--- config.mk ---
export PLATFORM = sky130hd
export DESIGN_NAME = ascon_in_loader
export DESIGN_NICKNAME = d
export VERILOG_FILES = /design/src/rtl/ascon_loader_pkg.sv /design/src/rtl/ascon_field_shreg.sv /design/src/rtl/ascon_in_loader.sv
export SDC_FILE = /design/constraint.sdc
export NUM_CORES = 1
export LEC_CHECK = 0
export ABC_AREA = 0
export CORE_UTILIZATION = 30
export DETAILED_ROUTE_END_ITERATION = 10
export SYNTH_ARGS = -nofsm -noshare
export SYNTH_HDL_FRONTEND = slang
export SYNTH_SLANG_ARGS = --single-unit
--- constraint.sdc ---
create_clock -name CLK -period 31.5 [get_ports CLK]
set_input_delay 7.875 -clock CLK [delete_from_list [all_inputs] [get_ports CLK]]
set_output_delay 7.875 -clock CLK [all_outputs]
set_load 0.01 [all_outputs]
--- src/rtl/ascon_loader_pkg.sv ---
// Shared types and constants for the Ascon input loader.
// Holds the FSM state type, the field index map (SK, N, A, P) and
// the words-per-field helper used to size the word counter.
package ascon_loader_pkg;

  typedef enum logic {
    ST_FILL = 1'b0,
    ST_HOLD = 1'b1
  } state_t;

  localparam int unsigned FIELD_W = 128;
  localparam int unsigned NUM_FLD = 4;

  localparam int unsigned FLD_SK = 0;
  localparam int unsigned FLD_N  = 1;
  localparam int unsigned FLD_A  = 2;
  localparam int unsigned FLD_P  = 3;

  // Number of bus words that make up one 128-bit field.
  function automatic int unsigned wpf(input int unsigned bus_w);
    return FIELD_W / bus_w;
  endfunction

endpackage

--- src/rtl/ascon_field_shreg.sv ---
// 128-bit shift-load register for one loader field.
// Ports:
//   clk, rst : clock, asynchronous active-high reset (clears to zero)
//   en       : shift one bus word in this cycle
//   din      : bus word, becomes the least-significant word
//   q        : field contents, first word loaded ends up most significant
module ascon_field_shreg
  import ascon_loader_pkg::*;
#(
  parameter int unsigned BUS_W = 32
) (
  input  logic               clk,
  input  logic               rst,
  input  logic               en,
  input  logic [BUS_W-1:0]   din,
  output logic [FIELD_W-1:0] q
);

  // Shift left by one word; with BUS_W = 128 the old contents shift out entirely.
  always_ff @(posedge clk or posedge rst) begin
    if (rst) begin
      q <= '0;
    end else if (en) begin
      q <= (q << BUS_W) | FIELD_W'(din);
    end
  end

endmodule

--- src/rtl/ascon_in_loader.sv ---
// Ascon input loader: collects BUS_W-bit words into the 128-bit SK, N, A
// and P fields and presents them as one frame to the encryption core.
// Ports:
//   CLK, RST             : clock, asynchronous active-high reset
//   DIN, IN_VALID        : input word stream
//   IN_READY             : high while filling (decoded from state only)
//   KEY_KEEP             : reuse stored key for this frame (ASCON_LOADER_KEY_REUSE_EN only)
//   SK_OUT/N_OUT/A_OUT/P_OUT : assembled fields
//   OUT_VALID, OUT_READY : frame handshake toward the core
// Optional feature: define ASCON_LOADER_KEY_REUSE_EN to add KEY_KEEP and key reuse.
module ascon_in_loader
  import ascon_loader_pkg::*;
#(
  parameter int unsigned BUS_W = 32
) (
  input  logic               CLK,
  input  logic               RST,
  input  logic [BUS_W-1:0]   DIN,
  input  logic               IN_VALID,
  output logic               IN_READY,
`ifdef ASCON_LOADER_KEY_REUSE_EN
  input  logic               KEY_KEEP,
`endif
  output logic [FIELD_W-1:0] SK_OUT,
  output logic [FIELD_W-1:0] N_OUT,
  output logic [FIELD_W-1:0] A_OUT,
  output logic [FIELD_W-1:0] P_OUT,
  output logic               OUT_VALID,
  input  logic               OUT_READY
);

  localparam int unsigned WPF    = wpf(BUS_W);
  localparam int unsigned NWORDS = NUM_FLD * WPF;
  localparam int unsigned CNT_W  = $clog2(NWORDS);
  localparam int unsigned SEL_SH = $clog2(WPF);

  state_t             state;
  state_t             state_nxt;
  logic [CNT_W-1:0]   cnt;
  logic [CNT_W-1:0]   cnt_nxt;
  logic               xfer;
  logic               last_word;
  logic               skip_key;
  logic [1:0]         fld_sel;
  logic [NUM_FLD-1:0] fld_en;
  logic [FIELD_W-1:0] fld_q [NUM_FLD];
  logic               in_ready_c;
  logic               out_valid_c;

  assign xfer      = IN_VALID && (state == ST_FILL);
  assign last_word = (cnt == CNT_W'(NWORDS - 1));

`ifdef ASCON_LOADER_KEY_REUSE_EN
  logic key_loaded;

  // A kept key turns word 0 into N word 0 once a key has been loaded.
  assign skip_key = (cnt == '0) && KEY_KEEP && key_loaded;

  // Key becomes reusable once its last word has been shifted in.
  always_ff @(posedge CLK or posedge RST) begin
    if (RST) begin
      key_loaded <= 1'b0;
    end else if (xfer && (cnt == CNT_W'(WPF - 1))) begin
      key_loaded <= 1'b1;
    end
  end
`else
  assign skip_key = 1'b0;
`endif

  // State register.
  always_ff @(posedge CLK or posedge RST) begin
    if (RST) begin
      state <= ST_FILL;
    end else begin
      state <= state_nxt;
    end
  end

  // Next-state logic.
  always_comb begin
    state_nxt = state;
    case (state)
      ST_FILL: if (xfer && last_word) state_nxt = ST_HOLD;
      ST_HOLD: if (OUT_READY)         state_nxt = ST_FILL;
      default: state_nxt = ST_FILL;
    endcase
  end

  // Output decode from state only; no input reaches IN_READY or OUT_VALID.
  always_comb begin
    in_ready_c  = 1'b0;
    out_valid_c = 1'b0;
    case (state)
      ST_FILL: in_ready_c  = 1'b1;
      ST_HOLD: out_valid_c = 1'b1;
      default: in_ready_c  = 1'b0;
    endcase
  end

  assign IN_READY  = in_ready_c;
  assign OUT_VALID = out_valid_c;

  // Word counter over the frame; wraps on the last word.
  always_comb begin
    cnt_nxt = cnt;
    if (xfer) begin
      if (last_word) begin
        cnt_nxt = '0;
      end else if (skip_key) begin
        cnt_nxt = CNT_W'(WPF + 1);
      end else begin
        cnt_nxt = cnt + CNT_W'(1);
      end
    end
  end

  always_ff @(posedge CLK or posedge RST) begin
    if (RST) begin
      cnt <= '0;
    end else begin
      cnt <= cnt_nxt;
    end
  end

  // Upper counter bits select the field receiving the current word.
  assign fld_sel = skip_key ? 2'(FLD_N) : 2'(cnt >> SEL_SH);

  for (genvar i = 0; i < NUM_FLD; i++) begin : g_fld
    assign fld_en[i] = xfer && (fld_sel == 2'(i));

    ascon_field_shreg #(
      .BUS_W (BUS_W)
    ) u_shreg (
      .clk (CLK),
      .rst (RST),
      .en  (fld_en[i]),
      .din (DIN),
      .q   (fld_q[i])
    );
  end

  assign SK_OUT = fld_q[FLD_SK];
  assign N_OUT  = fld_q[FLD_N];
  assign A_OUT  = fld_q[FLD_A];
  assign P_OUT  = fld_q[FLD_P];

endmodule

; Word-level counts from Yosys, hierarchy flattened
; Index checks and enable logic that the tools add are counted.
[totals]
register_bits = 517
in_bits = 36
out_inout_bits = 514
wordCells = 29
[classes]
n_addsub = 1
n_bitwise = 5
mux = 6
eq_ne = 4
reduce_logical = 7
[op_table]
columns = operator, n
row1 = $or 128x32->128, 4
row2 = $logic_and 1x1->1, 6
row3 = $add 4x1->4 const B, 1
row4 = $eq 2x2->1 const B, 2
row5 = $eq 4x4->1 const B, 1
row6 = $mux 1, 4
row7 = $mux 4, 1
row8 = $eq 2x1->1 const B, 1
row9 = $logic_not 2->1, 1
row10 = $pmux 1 s2, 1
row11 = $not 1->1, 1

; Depth between registers and ports, before layout
; Gate-level depths: netlist of the first run.
[logic_depth]
word_depth = 5
depth_mapped = 6
ltp_nobuf = 4

; Cells and area by module
; Synthesis of the first run repeated with hierarchy kept, for this count alone.
[unflattened]
hier_cells = 1113
area_unflattened_um2 = 19582.5
[modules_own_cells]
columns = mod, cells_each, area_each_um2, instances, seq_area_each_um2
row1 = ascon_field_shreg, 271, 4825.9, 4, 3203.1
row2 = ascon_in_loader, 29, 279.0, 1, 125.1

; Least setup slack after synthesis of the first run
; Ideal clock, no wire load.
[synth_path]
kind = input -> register
from = in IN_VALID
to = reg g_fld[2].u_shreg.q[0]
arrival_ps = 8866
n_path_buf = 2
setup_ps = 125
required_ps = 31375
path_stages = 5
slack_ps = 22509
cell_sequence = nand2b_1 nor3b_2 buf_4 buf_6 mux2_2
[synth_between]
elab_chain_cells = 2
[synth_rtl]
columns = element, line_no
row1 = from (decl), ascon_in_loader.sv:19  ; input logic IN_VALID,
row2 = $logic_and 1x1->1, ascon_in_loader.sv:50  ; assign xfer = IN_VALID && (state == ST_FILL);
row3 = $logic_and 1x1->1, ascon_in_loader.sv:130  ; assign fld_en[i] = xfer && (fld_sel == 2'(i));
row4 = to (signal assigned), ascon_field_shreg.sv:24  ; q <= (q << BUS_W) | FIELD_W'(din);
row5 = to (decl), ascon_field_shreg.sv:16  ; output logic [FIELD_W-1:0] q
; No other way between the ends.
; A chain may end at the register's enable or synchronous reset.

==> results of run 1 <==
==> power groups by stage <==
stage | Clock [mW] | Sequential (mW) | Combinational [mW]
after detailed placement | 0 | 1.23 | 1.33
final | 0.651 | 1.22 | 1.31
after global placement | 0 | 1.21 | 1.32
after CTS | 0.673 | 1.22 | 1.33
after floorplan | 0 | 1.31 | 0.451
after global routing | 0.698 | 1.27 | 1.39
==> kinds of logic (layout without fill, tap and decap cells) <==
group,count (synthesis),in the layout,share of synthesized area [%]
XOR/XNOR,1,1,0.0454
AO/OA/AOI/OAI,6,6,0.194
AND/OR/NAND/NOR,12,12,0.382
multiplexers,512,512,29.9
other,0,1,0
buffers and inverters,60,665,2.43
adder cells (fa/ha/maj),1,1,0.0648
flip-flops,517,517,67.0
==> final timing paths <==
path                                                     start                                  end  slack [ps]  cells past startpoint
max in group CLK                                      IN_VALID  g_fld[2].u_shreg.q[113]$_DFFE_PP0P_       21100                      6
setup reg to reg                               state$_DFF_PP0_  g_fld[2].u_shreg.q[113]$_DFFE_PP0P_       28360                      5
setup / recovery                                           RST  g_fld[1].u_shreg.q[113]$_DFFE_PP0P_       20680                      5
hold / removal             g_fld[3].u_shreg.q[117]$_DFFE_PP0P_  g_fld[3].u_shreg.q[117]$_DFFE_PP0P_         500                      1
min in group asynchronous                                  RST  g_fld[3].u_shreg.q[120]$_DFFE_PP0P_        7810                      2
hold reg to reg            g_fld[3].u_shreg.q[117]$_DFFE_PP0P_  g_fld[3].u_shreg.q[117]$_DFFE_PP0P_         500                      1
==> metrics by stage <==
stage | instance area (um2) | util [%] | setup WS [ps] | instances
floorplan | 19300 | - | 9180 | 1109
global placement | 25500 | 40.3 | 19920 | 2461
detailed placement | 25500 | 40.3 | 19850 | 2461
CTS | 27400 | 43.2 | 20490 | 2560
global route | 27400 | 43.2 | 20130 | 2561
finish | 27400 | 43.2 | 20680 | 2561
==> metal layers <==
| layer | up-vias | share of wire, % |
|---|---|---|
| met5 | - | 0 |
| li1 | 5067 | - |
| met4 | 0 | 2.6 |
| met3 | 77 | 7.2 |
| met2 | 363 | 50 |
| met1 | 5975 | 40 |
==> layout make-up <==
cell class	instances	area [um2]	share of cell area, %
timing repair buffer	563	5600	20.5
antenna	1	2.50	0.00914
clock buffer	82	1600	5.84
inverter	3	18.8	0.0686
tap	846	1060	3.87
clock inverter	17	219	0.800
multi-input combinational	532	5930	21.7
sequential	517	12900	47.3
==> layout by cell type, fill, tap and decap left out, drive strengths merged <==
cell           instances
a21o                   1
a21oi                  1
a311oi                 1
and2b                  1
buf                   14
bufinv                 5
clkbuf                82
clkdlybuf4s50        549
clkinv                 9
clkinvlp               2
dfrtp                517
diode                  1
ha                     1
inv                    4
mux2                 512
nand2                  4
nand2b                 1
nand3                  1
nand3b                 1
nand4                  1
nor2                   1
nor3                   1
nor3b                  1
o21ai                  2
o22ai                  1
xnor2                  1
==> flip-flops by register name, indices dropped and copies added (netlist names) <==
register         count
state                1
g_fld.u_shreg.q    512
cnt                  4
==> worst reg2reg max path, cell delays in order (launching register included) <==
cell and delay (ps):
dfrtp_1 440, nand2b_1 310, nor3b_4 210, buf_4 690
buf_4 790, mux2_2 560
==> impl_results.md, run 1 <==
- Final worst path period share: 34.3%
- Fmax: 92.5 MHz
- Vias in the first global route: 12242
- Buffer depth of the longest clock path: 3
- Mean post-synth cell area: 17.4 um2
- First-pass GRT wire length: 78300 um
- Slew HR: 31.2%
- Die area: 65400 um2
- Synth async-reset ratio: 100%
- CTS tree: built
- Final nets: 1709
- Net Count, Synth: 1146
- Most frequent CP cell: buf_4
- Met3 usage: 4.76%
- Pin count of the biggest net entering global routing: 125
- DR pass1 iterations: 4
- Setup TNS Final: 0 ps
- Vias/cell: 4.48
- Most common cell in the netlist: dfrtp_1
- Layout cells sized above 1: 35.9%
- Synthesized area: 19300 um2
- Hold Path Class: flip-flop to flip-flop
- Worst skew pair latency: 590 ps
- Cells after Synth: 1109
- M2 GR Usage: 26.3%
- Predominant post-synthesis flop cell: dfrtp_1
- Initial DRC Count: 431
- Core footprint: 63300 um2
- Crit start category: input port
- Top cells by count, synth: dfrtp_1, mux2_2, buf_4
- Final Setup Violations: 0
- H-tree Lvls: 2
- Num CTS Buffers: 55
- Worst-path cell chain: clkdlybuf4s50_1 -> inv_8 -> buf_4 -> buf_4 -> buf_4
- Arrival time at the worst endpoint: 11400 ps
- Synth area leader: dfrtp_1
- Filler instances: 5683
- Max VDD drop: 0.0627 mV
- Setup CP Type: input port to asynchronous set/reset pin
- Max-slew violation count: 0
- Die width: 256 um
- Clock power share: 20.5%
- DR WL/cell: 19.6 um
- Flop pwr share: 38.3%
- CP max-delay cell: buf_4
- Combinational group share of total power: 41.3%
- Min cycle time layout: 10820 ps
- # resized after CTS: 0
- Cell variety after synth: 22
- Status: finished, final reports clean
- Data required time at the worst endpoint: 32080 ps
- Total setup buffers inserted after CTS: 0
- Synth Register Bits: 517
- Gp weighted congestion: 0.765
- Crit. End Element: asynchronous set/reset pin
- Port buffer count: 549
- Yosys warnings: 0
- Fin. Hold Viols: 0
- Via count: 11482
- Critical Path Max Stage Delay: 810 ps
- Synth top area share: 67.0%
- Max-cap violations: 0
- CP delay by family, top: buffers and inverters
- Initial antenna violation count: 2
- Antenna Nets Post-Route: 0
- Design Power: 3.18 mW
- Sw Share: 31.3%
- Pin slew with the least headroom to its limit: 1030 ps
- Internal: 2.18 mW
- Register area share after synthesis: 67.0%
- # hold bufs at CTS: 0
- RSZ-0062 raised after global routing: no
- Hold WS: 501 ps
- Clock sinks: 517
- Max FO, Critical Path: 124
- Clock-pin slew on the worst setup and hold paths: 60 ps
- Synth top area cells: dfrtp_1, mux2_2, buf_4
- Total GRT Usage: 15.3%
- Pwr dens: 116 nW/um2
- Residual DRC: 0
- Initial Util: 30.5%
- Area delta synth->final: 41.8%
- Leak pwr: 11.6 nW
- Total wire length: 50100 um
- Die Span Y: 256 um
- Grt ovf: 0
- Post-Route Skew: 29.6 ps
- IO Count: 550
- Post-detail-place hpwl: 35000 um
- Sw power: 0.994 mW
- # rows: 92
- Clock tree root driver cell: clkbuf_16
- Number of synthesized flops with an enable pin: 0
- Crit path buffers/inverters: 5
- Busiest layer in global routing: met2
- Met1 global-route usage: 18.0%
Note: power is estimated with default switching activity, not from simulation.
==> inputs of run 2 (changes only) <==
==> constraint.sdc (replaced) <==
create_clock -name CLK -period 10.51 [get_ports CLK]
set_input_delay 2.6275 -clock CLK [delete_from_list [all_inputs] [get_ports CLK]]
set_output_delay 2.6275 -clock CLK [all_outputs]
set_load 0.01 [all_outputs]
==> run 2 against run 1 <==
Against the previous run:
- design area increased by 0.44%
- routed wire length is essentially flat
- flip-flop and latch count is the same
- count of clock-buffer cells in the layout decreased by 1
- total power rose to 3.0 times the previous value
==> impl_results.md, run 2 (synthesis results as in run 1) <==
- Commonest non-fill, non-tap cell in the layout: clkdlybuf4s50_1
- Total GRT Usage: 15.2%
- Core Util, Final: 43.4%
- Die Span Y: 256 um
- Core footprint: 63300 um2
- Crit start category: input port
- CTS tree: built
- Post-detail-place hpwl: 35200 um
- Min cycle time layout: 4930 ps
- Pin count of the biggest net entering global routing: 175
- Max-slew violation count: 0
- Final worst path period share: 46.9%
- Arrival time at the worst endpoint: 5390 ps
- Fin. Hold Viols: 0
- H-tree Lvls: 2
- # hold bufs at CTS: 0
- Hold Path Class: flip-flop to flip-flop
- Pin slew with the least headroom to its limit: 1150 ps
- Max-cap violations: 0
- Status: finished, final reports clean
- IO Count: 550
- Vias in the first global route: 12132
- Initial antenna violation count: 0
- Commonest non-fill, non-tap cells in the layout: clkdlybuf4s50_1, dfrtp_1, mux2_2, clkbuf_16, clkbuf_8
- Total setup buffers inserted after CTS: 0
- # resized after CTS: 0
- Via count: 11402
- Largest Register: g_fld.u_shreg.q
- Die area: 65400 um2
- Total wire length: 50200 um
- Port buffer count: 549
- Met1 global-route usage: 18.2%
- Num CTS Buffers: 55
- CP max-delay cell: buf_4
- Max FO, Critical Path: 65
- Met3 usage: 5.21%
- Residual DRC: 0
- M2 GR Usage: 25.7%
- Max VDD drop: 0.154 mV
- Biggest registers after layout: g_fld.u_shreg.q: 512 flops, cnt: 4 flops, state: 1 flops
- Slew HR: 23.6%
- Clock-pin slew on the worst setup and hold paths: 60 ps
- Setup TNS Final: 0 ps
- Antenna Nets Post-Route: 0
- Most frequent CP cell: buf_4
- Setup WS pre-CTS: 4930 ps
- Die width: 256 um
- Final nets: 1706
- Worst-path cell chain: clkdlybuf4s50_1 -> nand3b_1 -> nor2_4 -> buf_4 -> buf_4 -> mux2_2
- Gp weighted congestion: 0.767
- Initial Util: 30.5%
- # rows: 92
- First-pass GRT wire length: 77500 um
- DR WL/cell: 19.6 um
- Vias/cell: 4.46
- Worst skew pair latency: 590 ps
- Post-Route Skew: 13.5 ps
- Final Setup Violations: 0
- Clock tree root driver cell: clkbuf_16
- DR pass1 iterations: 4
- Fmax: 203 MHz
- Critical Path Max Stage Delay: 770 ps
- Layout cells sized above 1: 36.2%
- Busiest layer in global routing: met2
- Grt ovf: 0
- Initial DRC Count: 402
- WHS Path Cells: 1
- Largest register FFs: 512
- Clock sinks: 517
- Final setup margin: 5580 ps
- Crit. End Element: flip-flop
- Leak pwr: 11.7 nW
- Buffer depth of the longest clock path: 3
- Filler instances: 5723
- Pwr dens: 350 nW/um2
- Setup CP Type: input port to flip-flop
- RSZ-0062 raised after global routing: no
- Length in cells of the worst reg-to-reg path: 5
- Area delta synth->final: 42.4%
- Data required time at the worst endpoint: 10980 ps
-- run 2: power breakdown --
| part | switching [mW] | internal, mW | total [mW] |
|---|---|---|---|
| combinational | 1.51 | 2.45 | 3.96 |
| clock | 0.789 | 1.24 | 2.03 |
| sequential | 0.699 | 2.93 | 3.63 |
| total | 3.00 | 6.62 | 9.62 |
-- run 2: final timing paths --
check | start | end | slack, ps
hold reg to reg | g_fld[3].u_shreg.q[108]$_DFFE_PP0P_ | g_fld[3].u_shreg.q[108]$_DFFE_PP0P_ | 500
setup / recovery | IN_VALID | g_fld[1].u_shreg.q[68]$_DFFE_PP0P_ | 5580
max in group asynchronous | RST | g_fld[2].u_shreg.q[71]$_DFFE_PP0P_ | 5880
hold / removal | g_fld[3].u_shreg.q[108]$_DFFE_PP0P_ | g_fld[3].u_shreg.q[108]$_DFFE_PP0P_ | 500
setup reg to reg | cnt[2]$_DFFE_PP0P_ | g_fld[1].u_shreg.q[68]$_DFFE_PP0P_ | 7490
min in group asynchronous | RST | g_fld[2].u_shreg.q[117]$_DFFE_PP0P_ | 2440
-- run 2: cell type report --
cell class	instances	area, um2	share of cell area [%]
Timing Repair Buffer	560	5620	20.4
Antenna cell	1	2.50	0.00910
Clock inverter	18	249	0.906
Inverter	3	15.0	0.0546
Multi-Input combinational cell	532	5930	21.6
Sequential cell	517	12900	47.1
Clock buffer	81	1680	6.10
Tap cell	846	1060	3.85
-- run 2: layer usage --
layer	wire length, um	up-vias
met5	0	-
met4	1150	0
met3	3830	66
met2	25000	362
met1	20200	5911
li1	-	5063
-- run 2: metrics by stage --
stage               area, um2  total power, mW  cells  hold WS [ps]
finish                  27500             9.62   2558           503
global route            27500             10.1   2557           519
CTS                     27500             9.77   2557           505
detailed placement      25600             7.68   2458           491
global placement        25600             7.60   2458           488
floorplan               19300             5.27   1109           494
-- run 2: worst max-delay path: cells and delay by family --
kind                   cells  cell delay [ps]
buffers and inverters      3             1940
muxes                      1              420
and+or+nand+nor            2              260
